--- config.mk ---
export PLATFORM = sky130hd
export DESIGN_NAME = dot_product_ctrl
export DESIGN_NICKNAME = d
export VERILOG_FILES = /design/src/rtl/dot_ctrl_pkg.sv /design/src/rtl/dot_product_ctrl.sv
export SDC_FILE = /design/constraint.sdc
export NUM_CORES = 1
export LEC_CHECK = 0
export ABC_AREA = 0
export CORE_ASPECT_RATIO = 1.2
export CORE_MARGIN = 3
export CORE_UTILIZATION = 45
export DETAILED_ROUTE_END_ITERATION = 8
export PLACE_DENSITY = 0.67
export SETUP_SLACK_MARGIN = 0.3
export SYNTH_ARGS = -nofsm -noshare
export SYNTH_HDL_FRONTEND = slang
export SYNTH_SLANG_ARGS = --single-unit
export TNS_END_PERCENT = 5
--- constraint.sdc ---
create_clock -name clk -period 4.81 [get_ports clk]
set_clock_uncertainty 0.05 [all_clocks]
set_input_delay 0.962 -clock clk [delete_from_list [all_inputs] [get_ports clk]]
set_output_delay 0.962 -clock clk [all_outputs]
set_load 0.05 [all_outputs]
--- src/rtl/dot_ctrl_pkg.sv ---
// Shared types and constants for the dot_product sequencer.
package dot_ctrl_pkg;

    localparam int DEF_PE_COUNT = 4;
    localparam int DEF_ROW_W    = 16;
    localparam int DEF_CHUNK_W  = 8;

    typedef enum logic [1:0] {
        IDLE = 2'd0,
        RUN  = 2'd1,
        PAD  = 2'd2,
        OUT  = 2'd3
    } state_e;

    // Bit k is set when slot k of a group holds a real row; remaining counts rows from the group base.
    function automatic logic [31:0] calc_out_mask(input int remaining, input int pe_count);
        logic [31:0] m;
        m = '0;
        for (int i = 0; i < 32; i++) begin
            m[i] = (i < remaining) && (i < pe_count);
        end
        return m;
    endfunction

endpackage

--- src/rtl/dot_product_ctrl.sv ---
// Sequencer driving dot_product: chunk accumulation, group writeback handshake.
// Define DOT_CTRL_PAD_EN to accept row counts that leave a partial final group (zero-padded).
module dot_product_ctrl
    import dot_ctrl_pkg::*;
#(
    parameter int PE_COUNT = DEF_PE_COUNT,
    parameter int ROW_W    = DEF_ROW_W,
    parameter int CHUNK_W  = DEF_CHUNK_W
) (
    input  logic                clk,
    input  logic                rstn,
    input  logic                start,
    input  logic [ROW_W-1:0]    num_rows,
    input  logic [CHUNK_W-1:0]  num_chunks,
    output logic                busy,
    output logic                done,
    output logic                err,
    input  logic                pe_valid,
    output logic                pe_ready,
    output logic                dot_prod_en,
    output logic                shift,
    output logic                pad_zero,
    output logic                out_valid,
    input  logic                out_ready,
    output logic [ROW_W-1:0]    out_row_base,
    output logic [PE_COUNT-1:0] out_mask
);

    localparam int                SLOT_W    = $clog2(PE_COUNT);
    localparam logic [SLOT_W-1:0] SLOT_LAST = SLOT_W'(PE_COUNT - 1);
    localparam logic [ROW_W-1:0]  ROW_LOW   = ROW_W'(PE_COUNT - 1);

    state_e              state_q;
    logic [CHUNK_W-1:0]  chunk_cnt_q;
    logic [CHUNK_W-1:0]  num_chunks_q;
    logic [ROW_W-1:0]    row_cnt_q;
    logic [ROW_W-1:0]    num_rows_q;
    logic [SLOT_W-1:0]   slot_q;
    logic                busy_q;
    logic                done_q;
    logic                err_q;
    logic                out_valid_q;
    logic [PE_COUNT-1:0] out_mask_q;
    logic [ROW_W-1:0]    out_row_base_q;

    logic                first_chunk;
    logic                last_chunk;
    logic                cfg_bad;
    logic [SLOT_W-1:0]   slot_d;
    logic [ROW_W-1:0]    group_base;
    logic [PE_COUNT-1:0] group_mask;
`ifdef DOT_CTRL_PAD_EN
    logic                last_row;
`endif

    // slot_d is the write index the reduction unit will hold after the current accept.
    always_comb begin
        first_chunk = (chunk_cnt_q == '0);
        last_chunk  = (chunk_cnt_q == num_chunks_q - CHUNK_W'(1));
        slot_d      = first_chunk ? slot_q + SLOT_W'(1) : slot_q;
        group_base  = row_cnt_q & ~ROW_LOW;
`ifdef DOT_CTRL_PAD_EN
        last_row    = (row_cnt_q == num_rows_q - ROW_W'(1));
        group_mask  = PE_COUNT'(calc_out_mask(int'(32'(num_rows_q - group_base)), PE_COUNT));
        cfg_bad     = (num_rows == '0) || (num_chunks == '0);
`else
        group_mask  = '1;
        cfg_bad     = (num_rows == '0) || (num_chunks == '0) || ((num_rows & ROW_LOW) != '0);
`endif
    end

    always_comb begin
        pe_ready    = 1'b0;
        dot_prod_en = 1'b0;
        shift       = 1'b0;
        pad_zero    = 1'b0;
        unique case (state_q)
            RUN: begin
                pe_ready    = 1'b1;
                dot_prod_en = pe_valid;
                shift       = first_chunk;
            end
`ifdef DOT_CTRL_PAD_EN
            PAD: begin
                dot_prod_en = 1'b1;
                shift       = 1'b1;
                pad_zero    = 1'b1;
            end
`endif
            default: ;
        endcase
    end

    always_ff @(posedge clk) begin
        if (!rstn) begin
            state_q        <= IDLE;
            chunk_cnt_q    <= '0;
            num_chunks_q   <= '0;
            row_cnt_q      <= '0;
            num_rows_q     <= '0;
            slot_q         <= SLOT_LAST;
            busy_q         <= 1'b0;
            done_q         <= 1'b0;
            err_q          <= 1'b0;
            out_valid_q    <= 1'b0;
            out_mask_q     <= '0;
            out_row_base_q <= '0;
        end else begin
            done_q <= 1'b0;
            unique case (state_q)
                IDLE: begin
                    if (start) begin
                        if (cfg_bad) begin
                            err_q <= 1'b1;
                        end else begin
                            err_q        <= 1'b0;
                            busy_q       <= 1'b1;
                            num_rows_q   <= num_rows;
                            num_chunks_q <= num_chunks;
                            chunk_cnt_q  <= '0;
                            row_cnt_q    <= '0;
                            state_q      <= RUN;
                        end
                    end
                end
                RUN: begin
                    if (pe_valid) begin
                        slot_q <= slot_d;
                        if (last_chunk) begin
                            chunk_cnt_q <= '0;
                            row_cnt_q   <= row_cnt_q + ROW_W'(1);
                            if (slot_d == SLOT_LAST) begin
                                state_q        <= OUT;
                                out_valid_q    <= 1'b1;
                                out_row_base_q <= group_base;
                                out_mask_q     <= group_mask;
                            end
`ifdef DOT_CTRL_PAD_EN
                            else if (last_row) begin
                                state_q        <= PAD;
                                out_row_base_q <= group_base;
                                out_mask_q     <= group_mask;
                            end
`endif
                        end else begin
                            chunk_cnt_q <= chunk_cnt_q + CHUNK_W'(1);
                        end
                    end
                end
`ifdef DOT_CTRL_PAD_EN
                PAD: begin
                    slot_q <= slot_q + SLOT_W'(1);
                    if (slot_q + SLOT_W'(1) == SLOT_LAST) begin
                        state_q     <= OUT;
                        out_valid_q <= 1'b1;
                    end
                end
`endif
                OUT: begin
                    if (out_ready) begin
                        out_valid_q <= 1'b0;
                        if (row_cnt_q == num_rows_q) begin
                            state_q <= IDLE;
                            busy_q  <= 1'b0;
                            done_q  <= 1'b1;
                        end else begin
                            state_q <= RUN;
                        end
                    end
                end
                default: state_q <= IDLE;
            endcase
        end
    end

    assign busy         = busy_q;
    assign done         = done_q;
    assign err          = err_q;
    assign out_valid    = out_valid_q;
    assign out_mask     = out_mask_q;
    assign out_row_base = out_row_base_q;

endmodule

==> impl_metrics.json, run 1 <==
{
  "cts_tree": "yes",
  "netlist-cell-type-count": 57,
  "hp-class": "register to register",
  "r2r_start": "num_chunks_q[0]",
  "htreeDepth": 3,
  "reg2regPathDepth": 9,
  "critPathLaunchType": "input pin",
  "grt_pass1_vias": 2718,
  "fp-row-count": 34,
  "clock.fmax_mhz": 283,
  "fin_crit_sh": 0.735,
  "globalplace.congestion": 0.858,
  "firstDrtPassIters": 4,
  "critPathKind": "input pin to output pin",
  "layout_commonest_cell": "dfxtp_1",
  "met3_usage": 0.0524,
  "synth_async_sr_flop_share": 0,
  "cp-end-kind": "output pin",
  "coreArea_um2": 7360,
  "fp.dieW_um": 85.9,
  "layout_common_cells": "71 x dfxtp_1, 63 x nor2_1, 53 x clkdlybuf4s50_1, 39 x mux2i_1, 29 x xnor2_1",
  "io_pins": 57,
  "finalSetupViolCount": 0,
  "leakage_nw": 1.50,
  "drive_gt1_frac": 0.0724,
  "fin_crit_ns": 3.54,
  "synthTopCellsByArea": "dfxtp_1 41%, mux2i_1 11%, xnor2_1 7.4%",
  "drc": 0,
  "clk_pin_slew_worst_paths_ns": 0.08,
  "yosys.area.top_type_share": 0.412,
  "slew_headroom": 0.409,
  "clock_latency_ns": 0.35,
  "worst_ep_arrival_time_ns": 2.52,
  "crit_required_ns": 3.80,
  "use_met1": 0.213,
  "portBuffers": 53,
  "grt_use_total": 0.188,
  "synth_top_area_cell": "dfxtp_1",
  "drtIter0Drc": 95,
  "ys_seq_area_frac": 0.412,
  "cts.sinks": 71,
  "antenna_left": 0,
  "yosys_warnings": 0,
  "pwr_density_cell_nw_per_um2": 300,
  "ir_worst_vdd_mv": 0.149,
  "syn_inst": 377,
  "grt_setup_unrepaired": "false",
  "hold_viol_final": 0,
  "initial_utilization": 0.469,
  "synth_edf_count": 0,
  "area_growth_pct": 21.6,
  "tightest_slew_ns": 0.879,
  "top_usage_layer": "met2",
  "regToRegSetupSlack_ns": 1.78,
  "die_area_um2": 8750,
  "ys.flop_type": "dfxtp_1",
  "synth.cell_area_um2": 3450,
  "crit_start": "pe_valid",
  "antenna_cells": 0,
  "root_buffer": "clkbuf_8",
  "wl_per_cell_um": 15.1,
  "setup.worst_path.end": "dot_prod_en",
  "cap_violations": 0,
  "hpwl_um": 5810,
  "antenna_found_initial": 0,
  "path_max_fanout": 5,
  "cts_buffer_depth": 2,
  "grt_max_degree": 46,
  "die_h_um": 102,
  "vias": 2865,
  "fin_tns_setup_ns": 0,
  "vias_per_cell": 5.53,
  "timing.hold.ws_ns": 0.442,
  "grt_overflow_total": 0,
  "slew_violations": 0,
  "grt_use_met2": 0.331,
  "cts_hold_buf": 0,
  "fin_nets": 456,
  "cts_resized": 0,
  "fill_cells": 681,
  "final_core_util": 0.570,
  "worstReg2RegEnd": "out_row_base[6]",
  "ys_seq_elements": 71,
  "drt_wl_total_um": 7820,
  "synth.avg_cell_area_um2": 9.15,
  "status": "complete, no violations",
  "cts_setup_buffers": 0,
  "cts_buffers": 9,
  "grt_pass1_wl_um": 12900
}
[sequential cells by signal, indices dropped and copies added (netlist names)]
register,cells
state_q,2
slot_q,2
err,1
chunk_cnt_q,8
done,1
out_row_base,14
num_rows_q,16
busy,1
out_valid,1
row_cnt_q,16
num_chunks_q,8
out_mask,1
[cell type report]
class / instances / area (um2) / area share
multi-input combinational: 277 / 1870 / 0.445
sequential: 71 / 1420 / 0.339
timing repair buffer: 56 / 553 / 0.132
clock buffer: 12 / 155 / 0.0370
tap: 90 / 113 / 0.0269
clock inverter: 4 / 53.8 / 0.0128
inverter: 8 / 30.0 / 0.00716
[cells by family (layout without fill, tap and decap cells)]
family	count (synthesis)	in the layout	share of synthesized area
AOI/OAI and AO/OA	43	43	0.0849
and+or+nand+nor	153	153	0.236
other	1	3	0.00109
DFF	71	71	0.412
muxes	40	40	0.116
xor gates and xnor gates	34	34	0.0864
buffers and inverters	31	80	0.0486
adders and majority gates	4	4	0.0145
[per-stage QoR]
step	std cells	total power, mW	cell area, um2	worst slack [ns]
after floorplan	379	0.722	3460	1.34
after global placement	502	0.772	3980	1.21
after detailed placement	502	0.774	3980	1.22
after CTS	518	1.27	4190	1.26
after global routing	518	1.31	4190	1.19
final	518	1.26	4190	1.27
[metal layers]
layer,part of all wire,vias to the layer above
li1,-,1420
met1,0.41,1353
met2,0.51,73
met3,0.046,19
met4,0.030,0
met5,0,-
[synthesized netlist by cell type, drive strengths merged, types with 3 or more instances]
| master | instances |
|---|---|
| nor3b | 3 |
| nand4 | 11 |
| nor2 | 63 |
| xnor2 | 29 |
| inv | 8 |
| xor2 | 5 |
| mux2i | 39 |
| dfxtp | 71 |
| buf | 10 |
| and2b | 3 |
| nand2 | 12 |
| a21oi | 12 |
| nand4b | 5 |
| nor3 | 5 |
| or4 | 3 |
| ha | 4 |
| and3 | 13 |
| clkbuf | 11 |
| and2 | 5 |
| a31oi | 5 |
| o21ai | 8 |
| nand3 | 12 |
| nor4 | 9 |
[worst min-delay path by stage]
stage / from / to / slack (ns) / cells past startpoint
6_report: busy / busy / 0.44 / 2
5_1_grt: num_rows_q[0] / num_rows_q[0] / 0.46 / 1
4_1_cts: num_rows_q[1] / num_rows_q[1] / 0.45 / 1
3_5_place_dp: out_row_base[14] / out_row_base[14] / 0.43 / 2
3_3_place_gp: out_row_base[15] / out_row_base[15] / 0.42 / 2
2_1_floorplan: num_rows_q[0] / num_rows_q[0] / 0.42 / 1
[power by group]
part | internal, mW | leakage (nW) | switching (mW)
Sequential | 0.599 | 0.574 | 0.0115
Combinational | 0.0660 | 0.829 | 0.0828
Clock | 0.269 | 0.0988 | 0.229
Total | 0.934 | 1.50 | 0.323
[worst max-delay path, cell delays in order]
cell and delay (ns):
clkdlybuf4s50_1 0.47, and2_1 0.23, clkdlybuf4s50_1 0.86
No activity file was read; power rests on OpenSTA's default activity.
==> run 2: changes to the inputs <==
Settings changed: PLACE_DENSITY 0.67 to 0.7.
Clock period 4.81 ns to 2.9 ns, I/O delays scaled along.
==> run 2 against run 1 <==
- design area up 4.9%
- power up 78%
- critical path type is now register to register
- sequential share of layout area down 1.6 points
- register-to-register slack worse by 1.4 ns
- first-iteration DRC count up 5.3%
- via count about the same
- largest cell class unchanged
- clock-buffer cell count down 2
- setup slack worse by 0.89 ns
- worst hold slack better by 0.0014 ns
- utilization up 2.8 points
- combinational power up 80%
==> impl_metrics.json, run 2 (synthesis gave the netlist of run 1 again) <==
{
  "fin_crit_sh": 0.866,
  "antenna_left": 0,
  "slew_violations": 0,
  "pwr_density_cell_nw_per_um2": 510,
  "worst_ep_arrival_time_ns": 2.72,
  "critPathMaxStageDelay_ns": 0.44,
  "firstDrtPassIters": 4,
  "reg2regPathDepth": 9,
  "coreArea_um2": 7360,
  "p_clk_frac": 0.429,
  "placedCellCount": 514,
  "slowest_stage": "or3b_1",
  "critPathKind": "register to register",
  "io_pins": 57,
  "cp-end-kind": "register",
  "cts_buffer_depth": 2,
  "fin_tns_setup_ns": 0,
  "cts_tree": "yes",
  "grt_pass1_vias": 2892,
  "cts.sinks": 71,
  "fin_nets": 468,
  "clock.fmax_mhz": 398,
  "critPathTopFamily": "compound AO/OA/AOI/OAI gates",
  "die_area_um2": 8750,
  "grt_setup_unrepaired": "true",
  "tightest_slew_ns": 0.551,
  "power_frac_comb": 0.119,
  "globalplace.congestion": 0.915,
  "grt_use_total": 0.194,
  "cp.depth": 9,
  "status": "complete, no violations",
  "portBuffers": 53,
  "fp-row-count": 34,
  "power_switching_share": 0.239,
  "final_cells": 529,
  "drc": 0,
  "clock_latency_ns": 0.34,
  "area_growth_pct": 27.5,
  "cts_hold_buf": 0,
  "path_max_fanout": 6,
  "worst-path-buf-inv": 2,
  "hold-path-cell-count": 2,
  "fin_crit_ns": 2.51,
  "crit_required_ns": 3.11,
  "grt_overflow_total": 0,
  "clk_pin_slew_worst_paths_ns": 0.07,
  "cts_buffers": 9,
  "vias": 2866,
  "grt_pass1_wl_um": 13500,
  "power.share.sequential": 0.452,
  "wl_per_cell_um": 15.4,
  "root_buffer": "clkbuf_8",
  "layout_common_cells": "71 x dfxtp_1, 63 x nor2_1, 51 x clkdlybuf4s50_1, 39 x mux2i_1, 29 x xnor2_1",
  "drtIter0Drc": 100,
  "p_switching_mw": 0.535,
  "hold_start": "out_valid",
  "antenna_found_initial": 0,
  "hpwl_um": 6260,
  "crit_chain": "inv_1, ha_1, or3b_1, o31a_2, o2111a_1, a31oi_2, buf_4, o21ai_0, a21oi_1",
  "antenna_cells": 0,
  "die_h_um": 102,
  "cap_violations": 0,
  "drive_gt1_frac": 0.128,
  "ir_worst_vdd_mv": 0.409,
  "fp.dieW_um": 85.9,
  "grt_max_degree": 31,
  "hp-class": "register to register",
  "leakage_nw": 1.60,
  "vias_per_cell": 5.42,
  "worstReg2RegEnd": "row_cnt_q[8]",
  "drt_wl_total_um": 8170,
  "initial_utilization": 0.469,
  "slew_headroom": 0.632,
  "holdPathEnd": "out_valid",
  "critPathLaunchType": "register",
  "finalSetupViolCount": 0,
  "r2r_start": "num_chunks_q[0]",
  "layout_commonest_cell": "dfxtp_1",
  "htreeDepth": 3,
  "p_int_mw": 1.71,
  "regToRegSetupSlack_ns": 0.39,
  "hold_viol_final": 0
}
run 2: final cells by class:
type                       count  area, um2
timing repair buffer          68        651
fill                         676       2960
sequential                    71       1420
multi-input combinational    277       1940
clock buffer                  10        138
tap                           90        113
clock inverter                 5        106
inverter                       8       30.0
run 2: repair_timing:
action                                  4_1_cts  5_1_grt
pin swaps                                     0        1
endpoints found under the hold margin         0        0
buffers inserted                              0        0
endpoints found under the setup margin       10       52
cloned                                        0        0
gates resized for setup                       2        9
run 2: worst register-to-register path: cells and delay by family (launching register included):
kind            cells  cell delay, ns
buf+inv             2            0.25
compound gates      5            1.13
simple gates        1            0.44
fa+ha+maj           1            0.22
flops               1            0.36
run 2: power by group through the flow:
stage | clock [mW] | sequential, mW | combinational, mW
floorplan | 0 | 1.04 | 0.163
global placement | 0 | 1.03 | 0.256
detailed placement | 0 | 1.04 | 0.259
CTS | 0.979 | 1.01 | 0.263
global route | 1.02 | 1.02 | 0.292
finish | 0.961 | 1.01 | 0.268
run 2: metrics by stage:
stage               setup slack [ns]  hold WS [ns]  instance area (um2)  power (mW)  utilization
global placement             -0.0528         0.421                 4090        1.29        0.556
floorplan                      0.324         0.424                 3460        1.20            -
CTS                            0.270         0.449                 4340        2.26        0.590
finish                         0.389         0.443                 4400        2.24        0.597
detailed placement            -0.121         0.430                 4090        1.29        0.556
global route                   0.219         0.464                 4400        2.33        0.597
run 2: worst max path at each step:
stage,to,slack (ns),start
floorplan,out_row_base[15],0.32,state_q[0]
global placement,chunk_cnt_q[4],-0.05,num_chunks[7]
detailed placement,chunk_cnt_q[4],-0.12,num_chunks[7]
finish,row_cnt_q[8],0.39,num_chunks_q[0]
global route,row_cnt_q[8],0.22,num_chunks_q[0]
CTS,row_cnt_q[5],0.27,num_chunks_q[0]
run 2: metal layers:
metal  track usage  routed length, um  up-vias  share of wire
met1         0.209               3200     1355           0.39
met3        0.0379                307       13          0.038
met4        0.0743                170        0          0.021
li1              -                  -     1442              -
met5             0                  0        -              0
met2         0.369               4500       56           0.55
